### config.mk
export PLATFORM = sky130hd
export DESIGN_NAME = i2s_rx
export DESIGN_NICKNAME = d
export VERILOG_FILES = /design/src/rtl/i2s_pkg.sv /design/src/rtl/i2s_clk_gen.sv /design/src/rtl/i2s_rx.sv
export SDC_FILE = /design/constraint.sdc
export NUM_CORES = 1
export LEC_CHECK = 0
export ABC_AREA = 1
export BUFFER_PORTS_ARGS = -buffer_cell sky130_fd_sc_hd__clkbuf_2
export CELL_PAD_IN_SITES_DETAIL_PLACEMENT = 0
export CELL_PAD_IN_SITES_GLOBAL_PLACEMENT = 1
export CORE_MARGIN = 2
export CORE_UTILIZATION = 41
export DETAILED_ROUTE_END_ITERATION = 16
export HOLD_SLACK_MARGIN = 0.1
export PLACE_DENSITY = 0.9
export SYNTH_ARGS = -nofsm -noshare
export SYNTH_HDL_FRONTEND = slang
export SYNTH_HIERARCHICAL = 1
export SYNTH_SLANG_ARGS = --single-unit
### constraint.sdc
create_clock -name clk -period 2.5 [get_ports clk]
set_clock_uncertainty 0.2 [all_clocks]
set_input_delay 0.125 -clock clk [delete_from_list [all_inputs] [get_ports clk]]
set_output_delay 0.125 -clock clk [all_outputs]
set_load 0.005 [all_outputs]
### src/rtl/i2s_pkg.sv
// i2s_pkg: shared channel type, frame geometry and channel-mode encodings for the I2S receiver.
package i2s_pkg;
    typedef enum logic {CH_LEFT, CH_RIGHT} i2s_ch_e;
    localparam int FRAME_BITS = 64;
    localparam int SLOT_BITS = 32;
    localparam int CH_MODE_LEFT = 0;
    localparam int CH_MODE_RIGHT = 1;
    localparam int CH_MODE_BOTH = 2;
endpackage

### src/rtl/i2s_clk_gen.sv
// i2s_clk_gen: divides clk into SCK, walks the 64-bit frame and derives WS, slot and channel.
module i2s_clk_gen
    import i2s_pkg::*;
#(
    parameter int CLK_DIV = 4
) (
    input  logic                         clk,
    input  logic                         rst_n,
    input  logic                         enable_i,
    output logic                         sck_o,
    output logic                         ws_o,
    output logic                         sck_rise_o,
    output logic                         sck_fall_o,
    output logic [$clog2(SLOT_BITS)-1:0] slot_o,
    output i2s_ch_e                      ch_o
);
    localparam int DW = $clog2(CLK_DIV);
    localparam int BW = $clog2(FRAME_BITS);
    logic [DW-1:0] div_cnt;
    logic [BW-1:0] bit_cnt;
    logic          tc;
    assign tc = div_cnt == DW'(CLK_DIV - 1);
    // Pulses are combinational so the receiver acts on the same edge SCK toggles, before bit_cnt moves.
    assign sck_rise_o = enable_i && tc && !sck_o;
    assign sck_fall_o = enable_i && tc && sck_o;
    assign ws_o = bit_cnt[BW-1];
    assign slot_o = bit_cnt[BW-2:0];
    assign ch_o = i2s_ch_e'(bit_cnt[BW-1]);
    always_ff @(posedge clk) begin
        if (!rst_n || !enable_i) begin
            div_cnt <= '0;
            sck_o <= 1'b0;
            bit_cnt <= BW'(FRAME_BITS - 1);
        end else begin
            div_cnt <= tc ? '0 : div_cnt + 1'b1;
            if (tc) sck_o <= !sck_o;
            if (sck_fall_o) bit_cnt <= bit_cnt + 1'b1;
        end
    end
endmodule

### src/rtl/i2s_rx.sv
// i2s_rx: I2S master receiver; synchronises SD, shifts in each slot and pushes selected samples to a FIFO.
module i2s_rx
    import i2s_pkg::*;
#(
    parameter int CLK_DIV      = 4,
    parameter int SAMPLE_WIDTH = 24,
    parameter int OUT_WIDTH    = 32,
    parameter int CHANNEL_MODE = 0
) (
    input  logic                 clk,
    input  logic                 rst_n,
    input  logic                 enable_i,
    input  logic                 sd_i,
    output logic                 sck_o,
    output logic                 ws_o,
    output logic                 wr_en_o,
    output logic [OUT_WIDTH-1:0] write_data_o,
    output logic                 ch_o,
    input  logic                 fifo_full_i,
    output logic                 overflow_o
);
    localparam logic [4:0] SW = 5'(SAMPLE_WIDTH);
    logic                    sd_meta, sd_s, sck_fall, cap, done, sel;
    logic [4:0]              slot;
    i2s_ch_e                 ch;
    logic [SAMPLE_WIDTH-1:0] shreg, sample;
    i2s_clk_gen #(.CLK_DIV(CLK_DIV)) u_clk_gen (
        .clk       (clk),
        .rst_n     (rst_n),
        .enable_i  (enable_i),
        .sck_o     (sck_o),
        .ws_o      (ws_o),
        .sck_rise_o(),
        .sck_fall_o(sck_fall),
        .slot_o    (slot),
        .ch_o      (ch)
    );
    assign sample = SAMPLE_WIDTH'({shreg, sd_s});
    assign cap = sck_fall && slot != 5'd0 && slot <= SW;
    assign done = sck_fall && slot == SW;
    assign sel = CHANNEL_MODE == CH_MODE_BOTH || ((ch == CH_RIGHT) == (CHANNEL_MODE == CH_MODE_RIGHT));
    always_ff @(posedge clk) begin
        if (!rst_n || !enable_i) begin
            sd_meta <= 1'b0;
            sd_s <= 1'b0;
            shreg <= '0;
            wr_en_o <= 1'b0;
            write_data_o <= '0;
            ch_o <= 1'b0;
            overflow_o <= 1'b0;
        end else begin
            sd_meta <= sd_i;
            sd_s <= sd_meta;
            wr_en_o <= 1'b0;
            if (cap) shreg <= sample;
            if (done && sel) begin
                if (fifo_full_i) begin
                    overflow_o <= 1'b1;
                end else begin
                    wr_en_o <= 1'b1;
                    write_data_o <= OUT_WIDTH'($signed(sample));
                    ch_o <= ch;
                end
            end
        end
    end
endmodule

==> results.json <==
{
  "grt_antenna_before_repair": 0,
  "setup_repair_after_global_routing_missed_its_margin": "no",
  "antenna-diode-count": 0,
  "slew_violations": 0,
  "num_ports": 42,
  "cts_repair_resize_count": 0,
  "die_height_um": 86.8,
  "setup-tns-final_ns": 0,
  "worst-endpoint-required_ns": 2.58,
  "yosysWarnings": 6,
  "finalSetupViolations": 0,
  "netSwitchingPower_w": 0.000449,
  "initial_utilization": 0.418,
  "cts_made_buffers": 9,
  "cp-endpoint": "write_data_o[14]",
  "logic_gate_share_of_total_power": 0.025,
  "totalWireLength_mm": 5.65,
  "outcome": "finished, final reports clean",
  "total_leakage_power_nw": 1.37,
  "grt_pass1_wl_mm": 9.60,
  "core_box_area_sq_um": 6720,
  "worst_ir_drop_vdd_v": 0.000277,
  "drt_drc_violations_left": 0,
  "worstPathArrival_ns": 2.17,
  "floorplan.rows": 30,
  "floorplan.die.width_um": 86.8,
  "cts.hold.buffers_added": 5,
  "final_cycle_share": 0.836,
  "ff2ff_setup_slack_ns": 0.49,
  "final.min_clock_period_ns": 2.09,
  "drv.max_cap_violation_count": 0,
  "clockPowerShare": 0.462,
  "cts_post_setup_buffers_inserted": 0,
  "critPathCaptureType": "register",
  "average_wire_length_per_cell_after_detail_routing_um": 11.6,
  "total_overflow_reported_by_the_global_router": 0,
  "finish.net_count": 410,
  "firstDrtPassIters": 4,
  "slew_headroom": 0.508,
  "reg2regPathDepth": 8,
  "finalHoldViolCount": 0,
  "area_growth_syn_to_layout_pct": 13.2,
  "worst_skew_pair.late_latency_ns": 0.35,
  "synth.cell_area_sq_um": 2810,
  "clockBufferDepth": 2,
  "hold_ws_ns": 0.209,
  "ant_nets": 0,
  "grt_pass1_vias": 2173,
  "netlist_instances": 372,
  "worst_r2r_startpoint": "u_clk_gen/div_cnt[0]",
  "path_type_of_the_worst_min_delay_path": "reg -> reg",
  "critPathMaxFanout": 26,
  "final_util": 0.473,
  "layout-drive-gt1-share": 0.189,
  "report.power.total_w": 0.00190,
  "share_seq_of_total_power": 0.513,
  "max_clock_freq_ghz": 0.479,
  "critical_path.startpoint": "fifo_full_i",
  "intPower_w": 0.00145,
  "globalplace.congestion": 0.758,
  "worstSetupPathType": "in -> reg",
  "clock_sinks": 61,
  "swShare": 0.236,
  "grt_start_max_net_pins": 29,
  "viasPerCell": 4.81,
  "dp_hpwl_mm": 3.60,
  "p_per_area_nw_per_um2": 598,
  "worst_pin_slew_ns": 0.733,
  "fp.dieArea_sq_um": 7530,
  "post_synth.cell_area_avg_sq_um": 7.55,
  "tritoncts": "yes",
  "r2r-end": "shreg[6]",
  "io_buffer_count": 41,
  "clk_transition_reported_paths_ns": 0.07,
  "grt_usage": 0.162,
  "cts_htree_levels": 3,
  "crit_path_start_kind": "input port",
  "syn-num-nets": 379,
  "routed_vias": 2349,
  "drtIter0Drc": 97,
  "clk_root_buffer_cell": "sky130_fd_sc_hd__clkbuf_8"
}
-- per-layer routing --
layer	vias up	GRT usage	part of all wire
li1	1240	-	-
met1	1062	0.192	0.49
met2	40	0.273	0.46
met3	7	0.0543	0.032
met4	0	0.0597	0.015
met5	-	0	0
-- final cells by class --
class	count	area (sq um)
clock buffers	9	124
clock inverters	7	75.1
fillers	674	3540
inverters	65	249
multi-input cells	215	1120
flip-flops and latches	61	1220
well taps	80	100
repair buffers	51	293
-- placed cells by master (no fill, tap or decap), types with 3 or more instances in the layout --
cell type / count
sky130_fd_sc_hd__nand3_2: 3
sky130_fd_sc_hd__nand3_4: 3
sky130_fd_sc_hd__nor2_1: 29
sky130_fd_sc_hd__dfxtp_1: 61
sky130_fd_sc_hd__clkbuf_8: 9
sky130_fd_sc_hd__clkbuf_2: 41
sky130_fd_sc_hd__nand2_1: 82
sky130_fd_sc_hd__buf_4: 5
sky130_fd_sc_hd__a21oi_1: 26
sky130_fd_sc_hd__nand4_1: 48
sky130_fd_sc_hd__inv_1: 62
sky130_fd_sc_hd__nand3_1: 9
sky130_fd_sc_hd__dlygate4sd3_1: 5
sky130_fd_sc_hd__clkinvlp_4: 3
-- power groups by stage --
stage	logic (W)	clock network, W	registers [W]
2_1_floorplan	0.0000301	0	0.000997
3_3_place_gp	0.0000410	0	0.000997
3_5_place_dp	0.0000419	0	0.000997
4_1_cts	0.0000482	0.000894	0.000975
5_1_grt	0.0000537	0.000939	0.000974
6_report	0.0000477	0.000878	0.000975
-- flip-flops by register name, indices dropped and copies added (netlist names) --
register	count
overflow_o	1
u_clk_gen/bit_cnt	6
sd_s	1
u_clk_gen/sck_o	1
u_clk_gen/div_cnt	2
ch_o	1
sd_meta	1
shreg	23
wr_en_o	1
write_data_o	24
-- how the worst min path moves through the flow --
stage	cells past startpoint	to	from	slack (ns)
after floorplan	2	sd_meta	sd_i	0.04
after global placement	3	sd_meta	sd_i	0.13
after detailed placement	3	sd_meta	sd_i	0.14
after CTS	2	sd_s	sd_meta	0.21
after global routing	2	sd_s	sd_meta	0.24
final	2	sd_s	sd_meta	0.21
-- critical path, stage by stage --
cell,delay [ns]
sky130_fd_sc_hd__dlygate4sd3_1,0.52
sky130_fd_sc_hd__clkbuf_2,0.12
sky130_fd_sc_hd__clkinv_1,0.57
sky130_fd_sc_hd__nand3_4,0.57
sky130_fd_sc_hd__nand2_1,0.11
sky130_fd_sc_hd__a21oi_1,0.14
-- stage by stage --
stage / cell area [sq um] / setup slack [ns] / std cells
3_3_place_gp: 2930 / 0.586 / 467
2_1_floorplan: 2810 / 0.648 / 372
3_5_place_dp: 2930 / 0.518 / 467
4_1_cts: 3180 / 0.404 / 488
6_report: 3180 / 0.411 / 488
5_1_grt: 3180 / 0.211 / 488
Power figures use the tool's default switching activity.
